$ cat config.mk
export PLATFORM = sky130hd
export DESIGN_NAME = thor2023_dcinval_ctrl_flat
export DESIGN_NICKNAME = d
export VERILOG_FILES = /design/src/rtl/thor2023_dcinval_ctrl_pkg.sv /design/src/rtl/thor2023_dcinval_ctrl_if.sv /design/src/rtl/thor2023_dcinval_ctrl_fifo.sv /design/src/rtl/thor2023_dcinval_ctrl.sv /design/src/flat_wrapper.sv
export SDC_FILE = /design/constraint.sdc
export NUM_CORES = 1
export LEC_CHECK = 0
export ABC_CLOCK_PERIOD_IN_PS = 8109
export CORE_AREA = 2 2 129 131
export DETAILED_ROUTE_END_ITERATION = 7
export DIE_AREA = 0 0 131 133
export DONT_BUFFER_PORTS = 1
export PLACE_DENSITY = 0.69
export SYNTH_ARGS = -nofsm -noshare
export SYNTH_HDL_FRONTEND = slang
export SYNTH_SLANG_ARGS = --single-unit
export TNS_END_PERCENT = 1
$ cat constraint.sdc
create_clock -name clk -period 8.11 [get_ports clk]
set_clock_uncertainty 0.2 [all_clocks]
set_input_delay 2.433 -clock clk [delete_from_list [all_inputs] [get_ports clk]]
set_output_delay 2.433 -clock clk [all_outputs]
set_load 0.005 [all_outputs]
$ cat src/rtl/thor2023_dcinval_ctrl_pkg.sv
// Shared types for the data-cache invalidate sequencer: command record and FSM states.
package thor2023_dcinval_ctrl_pkg;

    localparam int DCI_ADRW     = 32;
    localparam int DCI_TAG_MAXW = 16;

    typedef logic [DCI_ADRW-1:0] address_t;

    // Tag field is sized for the widest tag any instance may echo back.
    typedef struct packed {
        logic                    all;
        address_t                adr;
        logic [DCI_TAG_MAXW-1:0] tag;
    } dcinval_cmd_t;

    typedef enum logic [1:0] {
        DCI_IDLE,
        DCI_ISSUE,
        DCI_DONE
    } dcinval_state_t;

endpackage

$ cat src/rtl/thor2023_dcinval_ctrl_if.sv
// Ready/valid command port into the invalidate sequencer.
interface thor2023_dcinval_ctrl_if
    import thor2023_dcinval_ctrl_pkg::*;
#(
    parameter int TAGW = 4
);

    logic            cmd_valid;
    logic            cmd_rdy;
    logic            cmd_all;
    address_t        cmd_adr;
    logic [TAGW-1:0] cmd_tag;

    modport master (
        output cmd_valid,
        output cmd_all,
        output cmd_adr,
        output cmd_tag,
        input  cmd_rdy
    );

    modport slave (
        input  cmd_valid,
        input  cmd_all,
        input  cmd_adr,
        input  cmd_tag,
        output cmd_rdy
    );

endinterface

$ cat src/rtl/thor2023_dcinval_ctrl_fifo.sv
// Circular command FIFO; exposes every slot and its valid bit for the fill-collision compare.
module thor2023_dcinval_ctrl_fifo
    import thor2023_dcinval_ctrl_pkg::*;
#(
    parameter int DEPTH = 4
) (
    input  logic                     clk,
    input  logic                     rst,
    input  logic                     push,
    input  dcinval_cmd_t             push_data,
    input  logic                     pop,
    output dcinval_cmd_t             head,
    output logic [$clog2(DEPTH):0]   count,
    output dcinval_cmd_t             entries [DEPTH],
    output logic [DEPTH-1:0]         vld
);

    localparam int PW = $clog2(DEPTH);
    localparam logic [PW:0] DEPTH_C = (PW+1)'(DEPTH);

    dcinval_cmd_t     mem [DEPTH];
    logic [PW-1:0]    wr_ptr;
    logic [PW-1:0]    rd_ptr;
    logic [DEPTH-1:0] vld_nxt;
    logic             do_push;
    logic             do_pop;

    assign do_pop  = pop && (count != '0);
    assign do_push = push && ((count != DEPTH_C) || do_pop);

    // Clear before set so a push+pop on a full FIFO keeps the reused slot valid.
    always_comb begin
        vld_nxt = vld;
        if (do_pop)  vld_nxt[rd_ptr] = 1'b0;
        if (do_push) vld_nxt[wr_ptr] = 1'b1;
    end

    always_ff @(posedge clk) begin
        if (rst) begin
            wr_ptr <= '0;
            rd_ptr <= '0;
            count  <= '0;
            vld    <= '0;
        end else begin
            if (do_push) wr_ptr <= wr_ptr + 1'b1;
            if (do_pop)  rd_ptr <= rd_ptr + 1'b1;
            case ({do_push, do_pop})
                2'b10:   count <= count + 1'b1;
                2'b01:   count <= count - 1'b1;
                default: count <= count;
            endcase
            vld <= vld_nxt;
        end
    end

    always_ff @(posedge clk) begin
        if (do_push) mem[wr_ptr] <= push_data;
    end

    assign head = mem[rd_ptr];

    for (genvar g = 0; g < DEPTH; g++) begin : g_entries
        assign entries[g] = mem[g];
    end

endmodule

$ cat src/rtl/thor2023_dcinval_ctrl.sv
// Invalidate sequencer: queues line/all invalidates and strobes the valid array in fill-free cycles.
module thor2023_dcinval_ctrl
    import thor2023_dcinval_ctrl_pkg::*;
#(
    parameter int DEPTH = 4,
    parameter int TAGW  = 4,
    parameter int LOBIT = 6,
    parameter int LINES = 256
) (
    input  logic                    clk,
    input  logic                    rst,
    thor2023_dcinval_ctrl_if.slave  cmd,
    input  logic                    fill_wr,
    input  address_t                fill_adr,
    output logic                    invce,
    output logic                    invline,
    output logic                    invall,
    output address_t                inv_adr,
    output logic                    done,
    output logic [TAGW-1:0]         done_tag,
    output logic                    busy,
    output logic [15:0]             coll_cnt
);

    localparam int HIBIT = $clog2(LINES) - 1 + LOBIT;
    localparam int CW    = $clog2(DEPTH) + 1;
    localparam logic [CW-1:0] DEPTH_C = CW'(DEPTH);

    function automatic logic [15:0] sat_inc16(input logic [15:0] v);
        return (v == 16'hFFFF) ? v : v + 16'd1;
    endfunction

    dcinval_state_t          state;
    dcinval_cmd_t            push_data;
    dcinval_cmd_t            head;
    dcinval_cmd_t            entries [DEPTH];
    logic [DEPTH-1:0]        vld;
    logic [CW-1:0]           count;
    logic                    push;
    logic                    pop;
    logic                    fifo_nempty;
    logic                    coll_hit;
    logic                    unused_bits;
    logic [DCI_TAG_MAXW-1:0] cur_tag;

    assign cmd.cmd_rdy = !rst && (count < DEPTH_C);
    assign push        = cmd.cmd_valid && cmd.cmd_rdy;
    assign push_data   = '{all: cmd.cmd_all, adr: cmd.cmd_adr, tag: DCI_TAG_MAXW'(cmd.cmd_tag)};
    assign fifo_nempty = (count != '0);
    assign pop         = (state == DCI_ISSUE) && !fill_wr && fifo_nempty;
    assign busy        = fifo_nempty || (state != DCI_IDLE);

    thor2023_dcinval_ctrl_fifo #(
        .DEPTH (DEPTH)
    ) u_fifo (
        .clk       (clk),
        .rst       (rst),
        .push      (push),
        .push_data (push_data),
        .pop       (pop),
        .head      (head),
        .count     (count),
        .entries   (entries),
        .vld       (vld)
    );

    // A fill landing on a line that still has a queued invalidate; all-ops are not counted.
    always_comb begin
        coll_hit = 1'b0;
        for (int i = 0; i < DEPTH; i++) begin
            if (vld[i] && !entries[i].all &&
                (entries[i].adr[HIBIT:LOBIT] == fill_adr[HIBIT:LOBIT]))
                coll_hit = 1'b1;
        end
        coll_hit = coll_hit && fill_wr;
    end

    always_comb begin
        unused_bits = ^fill_adr ^ ^cur_tag;
        for (int i = 0; i < DEPTH; i++) unused_bits = unused_bits ^ (^entries[i]);
    end

    always_ff @(posedge clk) begin
        if (rst) begin
            state    <= DCI_IDLE;
            invce    <= 1'b0;
            invline  <= 1'b0;
            invall   <= 1'b0;
            inv_adr  <= '0;
            done     <= 1'b0;
            done_tag <= '0;
            coll_cnt <= '0;
        end else begin
            invce   <= 1'b0;
            invline <= 1'b0;
            invall  <= 1'b0;
            done    <= 1'b0;
            if (coll_hit) coll_cnt <= sat_inc16(coll_cnt);
            case (state)
                DCI_IDLE: begin
                    if (fifo_nempty) state <= DCI_ISSUE;
                end
                DCI_ISSUE: begin
                    if (pop) begin
                        invce   <= 1'b1;
                        invline <= !head.all;
                        invall  <= head.all;
                        inv_adr <= head.adr;
                        state   <= DCI_DONE;
                    end else if (!fifo_nempty) begin
                        state <= DCI_IDLE;
                    end
                end
                DCI_DONE: begin
                    done     <= 1'b1;
                    done_tag <= TAGW'(cur_tag);
                    state    <= fifo_nempty ? DCI_ISSUE : DCI_IDLE;
                end
                default: state <= DCI_IDLE;
            endcase
        end
    end

    always_ff @(posedge clk) begin
        if (pop) cur_tag <= head.tag;
    end

endmodule

$ cat src/flat_wrapper.sv
// flat-port wrapper written by rule: the top's interface ports become plain ports
module thor2023_dcinval_ctrl_flat import thor2023_dcinval_ctrl_pkg::*;
#(
    parameter int DEPTH = 4,
    parameter int TAGW  = 4,
    parameter int LOBIT = 6,
    parameter int LINES = 256
)
  (clk, rst, fill_wr, fill_adr, invce, invline, invall, inv_adr, done, done_tag, busy, coll_cnt, cmd_cmd_valid, cmd_cmd_all, cmd_cmd_adr, cmd_cmd_tag, cmd_cmd_rdy);
  thor2023_dcinval_ctrl_if #(.TAGW(TAGW)) cmd_i ();
  input  logic clk;
  input  logic rst;
  input  logic fill_wr;
  input  address_t fill_adr;
  output logic invce;
  output logic invline;
  output logic invall;
  output address_t inv_adr;
  output logic done;
  output logic [TAGW-1:0] done_tag;
  output logic busy;
  output logic [15:0] coll_cnt;
  input wire logic [$bits(cmd_i.cmd_valid)-1:0] cmd_cmd_valid;
  input wire logic [$bits(cmd_i.cmd_all)-1:0] cmd_cmd_all;
  input wire logic [$bits(cmd_i.cmd_adr)-1:0] cmd_cmd_adr;
  input wire logic [$bits(cmd_i.cmd_tag)-1:0] cmd_cmd_tag;
  output wire logic [$bits(cmd_i.cmd_rdy)-1:0] cmd_cmd_rdy;
  assign cmd_i.cmd_valid = cmd_cmd_valid;
  assign cmd_i.cmd_all = cmd_cmd_all;
  assign cmd_i.cmd_adr = cmd_cmd_adr;
  assign cmd_i.cmd_tag = cmd_cmd_tag;
  assign cmd_cmd_rdy = cmd_i.cmd_rdy;
  thor2023_dcinval_ctrl #(.DEPTH(DEPTH), .TAGW(TAGW), .LOBIT(LOBIT), .LINES(LINES)) u_core (.clk(clk), .rst(rst), .cmd(cmd_i), .fill_wr(fill_wr), .fill_adr(fill_adr), .invce(invce), .invline(invline), .invall(invall), .inv_adr(inv_adr), .done(done), .done_tag(done_tag), .busy(busy), .coll_cnt(coll_cnt));
endmodule
# ---- Word-level counts from Yosys, hierarchy flattened
# Memory sizes are Yosys's and may differ from the RTL's. A register that Yosys moved wholly into a read port is not among the register bits.
# Cells that the tools add are included.
# W data, S select, Z words.
dict set report totals {
  ff_bits 73
  mem_bits_rw 148
  wordCells 99
  n_memories 1
}
# memory depth width read_ports rd_ports_with_merged_regs wr line_no
set memory_table {}
lappend memory_table {u_core.u_fifo.mem 4 37 5 1 1 thor2023_dcinval_ctrl_fifo.sv:21} ;# dcinval_cmd_t mem [DEPTH];
dict set report op_classes {
  add_sub_neg 5
  n_lt_le_gt_ge 5
  eq_ne 12
  n_mux 22
  n_bitwise 6
  reduce_logical 35
}
# op count
set op_table {}
lappend op_table {{$eq A8 B8 Y1} 4}
lappend op_table {{$logic_and A1 B1 Y1} 17}
lappend op_table {{$add A16 B1 Y16 const B} 1}
lappend op_table {{$eq A16 B16 Y1 const B} 1}
lappend op_table {{$mux W1} 11}
lappend op_table {{$mux W2} 5}
lappend op_table {{$mux W4} 2}
lappend op_table {{$logic_not A1 Y1} 7}
lappend op_table {{$lt A2 B3 Y1 const B} 2}
lappend op_table {{$ne A3 B3 Y1 const B} 2}
lappend op_table {{$pmux W2 S3} 1}
lappend op_table {{$pmux W3 S2} 1}
lappend op_table {{$reduce_and A2 Y1} 3}
lappend op_table {{$add A2 B1 Y2 const B} 2}
lappend op_table {{$and A4 B4 Y4} 1}
lappend op_table {{$demux W1 S2} 2}
lappend op_table {{$eq A2 B1 Y1 const B} 2}
lappend op_table {{$eq A2 B2 Y1 const B} 2}
lappend op_table {{$ge A2 B1 Y1 const B} 2}
lappend op_table {{$not A4 Y4} 1}
lappend op_table {{$or A4 B4 Y4} 1}
lappend op_table {{$reduce_bool A2 Y1} 2}
lappend op_table {{$add A3 B1 Y3 const B} 1}
lappend op_table {{$lt A3 B3 Y1 const B} 1}
lappend op_table {{other kinds (8)} 11}

# ---- Depth between registers and ports, before layout
# An unclocked memory read counts as a cell.
dict set report depth {
  depth_word 10
  ltp_mapped 10
}

# ---- Hierarchy
# Synthesis repeated with hierarchy kept, for this count alone.
dict set report hier_totals {
  cells_unflattened 673
  hier_area_um2 10587.7
}
# mod instances cells_per_inst area_each_um2
set modules_own_cells {}
lappend modules_own_cells {thor2023_dcinval_ctrl_fifo 1 336 7744.9}
lappend modules_own_cells {thor2023_dcinval_ctrl 1 337 2842.7}

# ---- Worst setup path before layout
# No wires, ideal clock.
dict set report synth_path {
  kind {input port to output port}
  startpoint {input rst}
  endpoint {output cmd_cmd_rdy}
  arrival_time_ns 2.628
  required_time_ns 5.477
  setup_slack_ns 2.849
  stages 1
  cell_sequence {nor2_1}
}
dict set report synth_between {
  elab_chain_len 2
}
# item line_no
set synth_rtl {}
lappend synth_rtl {{from (decl)} flat_wrapper.sv:12} ;# input logic rst;
lappend synth_rtl {{$logic_not A1 Y1} thor2023_dcinval_ctrl.sv:46} ;# assign cmd.cmd_rdy = !rst && (count < DEPTH_C);
lappend synth_rtl {{$logic_and A1 B1 Y1} thor2023_dcinval_ctrl.sv:46}
lappend synth_rtl {{to (decl)} flat_wrapper.sv:27} ;# output wire logic [$bits(cmd_i.cmd_rdy)-1:0] cmd_cmd_rdy;
# Every way passes these cells.

# ---- Final worst setup path
# Ends and elaborated chain as after synthesis.

==> flow_summary.json <==
{
  "crit-reg2reg-launch": "u_core.u_fifo.count[0]$_SDFFE_PP0P_",
  "setup_ws_ns": 2.713,
  "floorplan.die_area_um2": 17420,
  "clkLatencyLatePin_ns": 0.51,
  "mappedNetlistArea_um2": 8668,
  "route.final.wire_length_um": 16280,
  "core_um2": 16170,
  "vias_per_cell": 5.687,
  "layout-drive-gt1-share": 0.1524,
  "cpLargestDelayFamily": "simple AND/OR/NAND/NOR gates",
  "peakVddDrop_mv": 0.2066,
  "hold_viol": 0,
  "path_buf_inv": 0,
  "clock_sinks": 223,
  "hold_path.class": "flop to flop",
  "ff2ff_setup_slack_ns": 4.84,
  "ctsLongestPathBuffers": 3,
  "vias": 4646,
  "cp-end-kind": "primary output",
  "post_layout_nonfiller_instances": 817,
  "max_freq_mhz": 185.3,
  "rsz0062_at_grt": "no",
  "synthDominantAreaCellType": "sky130_fd_sc_hd__edfxtp_1",
  "internal-power_w": 0.001922,
  "finalCriticalPeriod_ns": 5.397,
  "drt_iter0_markers": 237,
  "holdWs_ns": 0.2685,
  "dp.final_hpwl_um": 9643,
  "worst_path_cell_with_the_longest_stage_delay": "sky130_fd_sc_hd__nor2_1",
  "p_leak_nw": 3.080,
  "netlist-cell-type-count": 40,
  "gpl.final_weighted_congestion": 0.7221,
  "cap_viol_max_count": 0,
  "synth_sequential_area_ratio": 0.6905,
  "diodes": 0,
  "min_delay_path_depth": 2,
  "area.growth.synth_to_final_pct": 11.22,
  "count_of_buffers_added_by_post_cts_timing_repair_for_setup": 0,
  "combinationalPowerShare": 0.026,
  "portBuffers": 0,
  "timing.setup.tns_ns": 0,
  "critPathArrivalTime_ns": 2.76,
  "status": "complete, no violations",
  "worst-slew-pin-transition_ns": 1.113,
  "hold_path.startpoint": "u_core.inv_adr[12]$_SDFFE_PP0P_",
  "power.clock.fraction": 0.448,
  "grt_overflow": 0,
  "die-height_um": 133,
  "io-pin-count": 131,
  "max_fo_critical_path": 75,
  "average_detailed_routed_wire_length_per_instance_um": 19.93,
  "dpl.cell_count": 775,
  "post_cts_resize_count": 0,
  "r2r_cells": 6,
  "chipWidth_um": 131,
  "p_sw_w": 0.0004601,
  "netlist_top_cells_area": "sky130_fd_sc_hd__edfxtp_1, sky130_fd_sc_hd__dfxtp_1, sky130_fd_sc_hd__mux4_2",
  "clock_tree.root_cell": "sky130_fd_sc_hd__clkbuf_16",
  "crit_path_cell_trace": "nor2_1",
  "tritoncts_clock_tree": "done",
  "layout.nets": 663,
  "finalSetupViolations": 0,
  "cp_data_required_time_ns": 5.48,
  "path_clk_slew_ns": 0.06,
  "cts.htree.levels": 1,
  "postCtsHoldBufs": 0,
  "detailedPlace.worstSlack_ns": 2.718,
  "start_util": 0.5360,
  "grt_pass1_wl_um": 25050,
  "synth.yosys.warnings": 0,
  "p_per_area_nw_per_um2": 247.1,
  "pin_count_of_the_biggest_net_entering_global_routing": 76,
  "postSynthNetCount": 663,
  "drt_pass1_iterations": 4,
  "slew_violations": 0,
  "timing.final.crit_share": 0.6655,
  "cp-start-kind": "input port",
  "drt.antenna.violating_nets": 0,
  "rows": 47,
  "netlist_instances": 580,
  "cts_inserted_buffers": 23,
  "grt_antenna_before_repair": 0,
  "timing.max_slew.rel_slack": 0.2579,
  "syn_area_per_cell_um2": 14.95,
  "holdPathEnd": "u_core.inv_adr[12]$_SDFFE_PP0P_",
  "grt_pass1_vias": 4749,
  "regToRegEndpoint": "u_core.u_fifo.rd_ptr[0]$_SDFFE_PP0N_",
  "globalRouteTotalUtil": 0.1899,
  "worst_path_max_stage_delay_ns": 0.32,
  "synth-seq-cells": 223,
  "worstSetupPathType": "input port to primary output",
  "p_sw_frac": 0.1931,
  "drc": 0,
  "p_seq_frac": 0.526,
  "synth_top_area_share": 0.5266
}
==> power groups by stage <==
stage	clock network (W)	logic [W]	registers, W
finish	0.00107	0.0000621	0.00125
global route	0.00113	0.0000685	0.00125
CTS	0.00109	0.0000633	0.00125
detailed placement	0	0.0000628	0.00128
global placement	0	0.0000621	0.00127
floorplan	0	0.0000537	0.00127
==> metrics by stage <==
step	util	power, W	cell area (um2)
6_report	0.5961	0.002382	9641
5_1_grt	0.5961	0.002451	9641
4_1_cts	0.5961	0.002404	9641
3_5_place_dp	0.5478	0.001340	8859
3_3_place_gp	0.5478	0.001337	8859
2_1_floorplan	-	0.001327	8668
==> Yosys cell counts <==
master	n
sky130_fd_sc_hd__a31o_2	2
sky130_fd_sc_hd__or2_2	3
sky130_fd_sc_hd__o21ai_0	5
sky130_fd_sc_hd__buf_2	5
sky130_fd_sc_hd__a31oi_1	1
sky130_fd_sc_hd__fa_1	1
sky130_fd_sc_hd__and3_1	8
sky130_fd_sc_hd__o41ai_4	1
sky130_fd_sc_hd__o2111a_1	1
sky130_fd_sc_hd__nand3_1	9
sky130_fd_sc_hd__and2_1	2
sky130_fd_sc_hd__nand2_1	76
sky130_fd_sc_hd__nand2b_1	2
sky130_fd_sc_hd__edfxtp_1	152
sky130_fd_sc_hd__nand4_1	4
sky130_fd_sc_hd__dfxtp_1	71
sky130_fd_sc_hd__o31a_1	1
sky130_fd_sc_hd__nand4b_1	3
sky130_fd_sc_hd__ha_1	9
sky130_fd_sc_hd__mux2_2	3
sky130_fd_sc_hd__inv_1	8
sky130_fd_sc_hd__a21oi_1	48
sky130_fd_sc_hd__o311a_1	1
sky130_fd_sc_hd__xnor2_1	13
sky130_fd_sc_hd__buf_1	5
sky130_fd_sc_hd__nor3b_1	1
sky130_fd_sc_hd__a211oi_1	2
sky130_fd_sc_hd__o22ai_1	1
sky130_fd_sc_hd__nor2b_1	5
sky130_fd_sc_hd__nor2_1	26
sky130_fd_sc_hd__or3_1	3
sky130_fd_sc_hd__mux2i_1	6
sky130_fd_sc_hd__or4_1	5
sky130_fd_sc_hd__o21ai_2	1
sky130_fd_sc_hd__nor3_1	5
sky130_fd_sc_hd__nor4_1	6
sky130_fd_sc_hd__clkbuf_1	17
sky130_fd_sc_hd__mux4_2	37
sky130_fd_sc_hd__xor2_1	25
sky130_fd_sc_hd__o31ai_1	6
==> cell usage in the layout, fill, tap and decap left out, types with 8 or more instances in the layout <==
| master | count |
|---|---|
| sky130_fd_sc_hd__mux4_2 | 37 |
| sky130_fd_sc_hd__xnor2_1 | 13 |
| sky130_fd_sc_hd__ha_1 | 9 |
| sky130_fd_sc_hd__clkbuf_16 | 23 |
| sky130_fd_sc_hd__a21oi_1 | 48 |
| sky130_fd_sc_hd__dfxtp_1 | 69 |
| sky130_fd_sc_hd__xor2_1 | 25 |
| sky130_fd_sc_hd__nand2_1 | 76 |
| sky130_fd_sc_hd__edfxtp_1 | 152 |
| sky130_fd_sc_hd__nand3_1 | 9 |
| sky130_fd_sc_hd__inv_1 | 8 |
| sky130_fd_sc_hd__nor2_1 | 26 |
==> logic make-up (layout without fill, tap and decap cells) <==
group	after synthesis	in the layout	synth area share
buf+inv	35	52	0.01588
mux	46	46	0.1070
fa+ha+maj	10	10	0.01530
flops	223	223	0.6905
xor+xnor	38	38	0.03840
simple gates	158	158	0.08430
compound gates	70	70	0.04864
==> tightest hold or removal path, cell delays in order, from the launching register on <==
cell                      delay [ns]
sky130_fd_sc_hd__dfxtp_1        0.32
sky130_fd_sc_hd__nand2_1        0.05
sky130_fd_sc_hd__a21oi_1        0.05
==> sequential cells by signal (all words and copies together) (netlist names), named ones only <==
name,flops
u_core.coll_cnt,16
u_core.cur_tag,4
u_core.done,1
u_core.done_tag,4
u_core.inv_adr,32
u_core.invall,1
u_core.invce,1
u_core.invline,1
u_core.state,2
u_core.u_fifo.count,3
u_core.u_fifo.mem,148
u_core.u_fifo.rd_ptr,2
u_core.u_fifo.vld,4
u_core.u_fifo.wr_ptr,2
==> worst max path at each step <==
stage / from / end / slack, ns / depth (start not counted)
6_report: rst / cmd_cmd_rdy / 2.71 / 1
2_1_floorplan: rst / cmd_cmd_rdy / 2.85 / 1
3_5_place_dp: rst / cmd_cmd_rdy / 2.72 / 1
4_1_cts: rst / cmd_cmd_rdy / 2.72 / 1
3_3_place_gp: rst / cmd_cmd_rdy / 2.74 / 1
5_1_grt: rst / cmd_cmd_rdy / 2.67 / 1
==> routing by layer <==
metal / up-vias / track usage / share of wire
li1: 2169 / - / -
met3: 35 / 0.06955 / 0.088
met2: 146 / 0.3178 / 0.49
met5: - / 0 / 0
met4: 0 / 0.06028 / 0.028
met1: 2296 / 0.2284 / 0.39
==> layout make-up <==
class	instances	area, um2
fillers	1213	6531
flip-flops and latches	223	5988
multi-input cells	322	2550
clock buffers	30	641.9
well taps	220	275.3
clock inverters	12	140.1
inverters	8	30.03
repair buffers	2	15.01
Power figures use the tool's default switching activity.
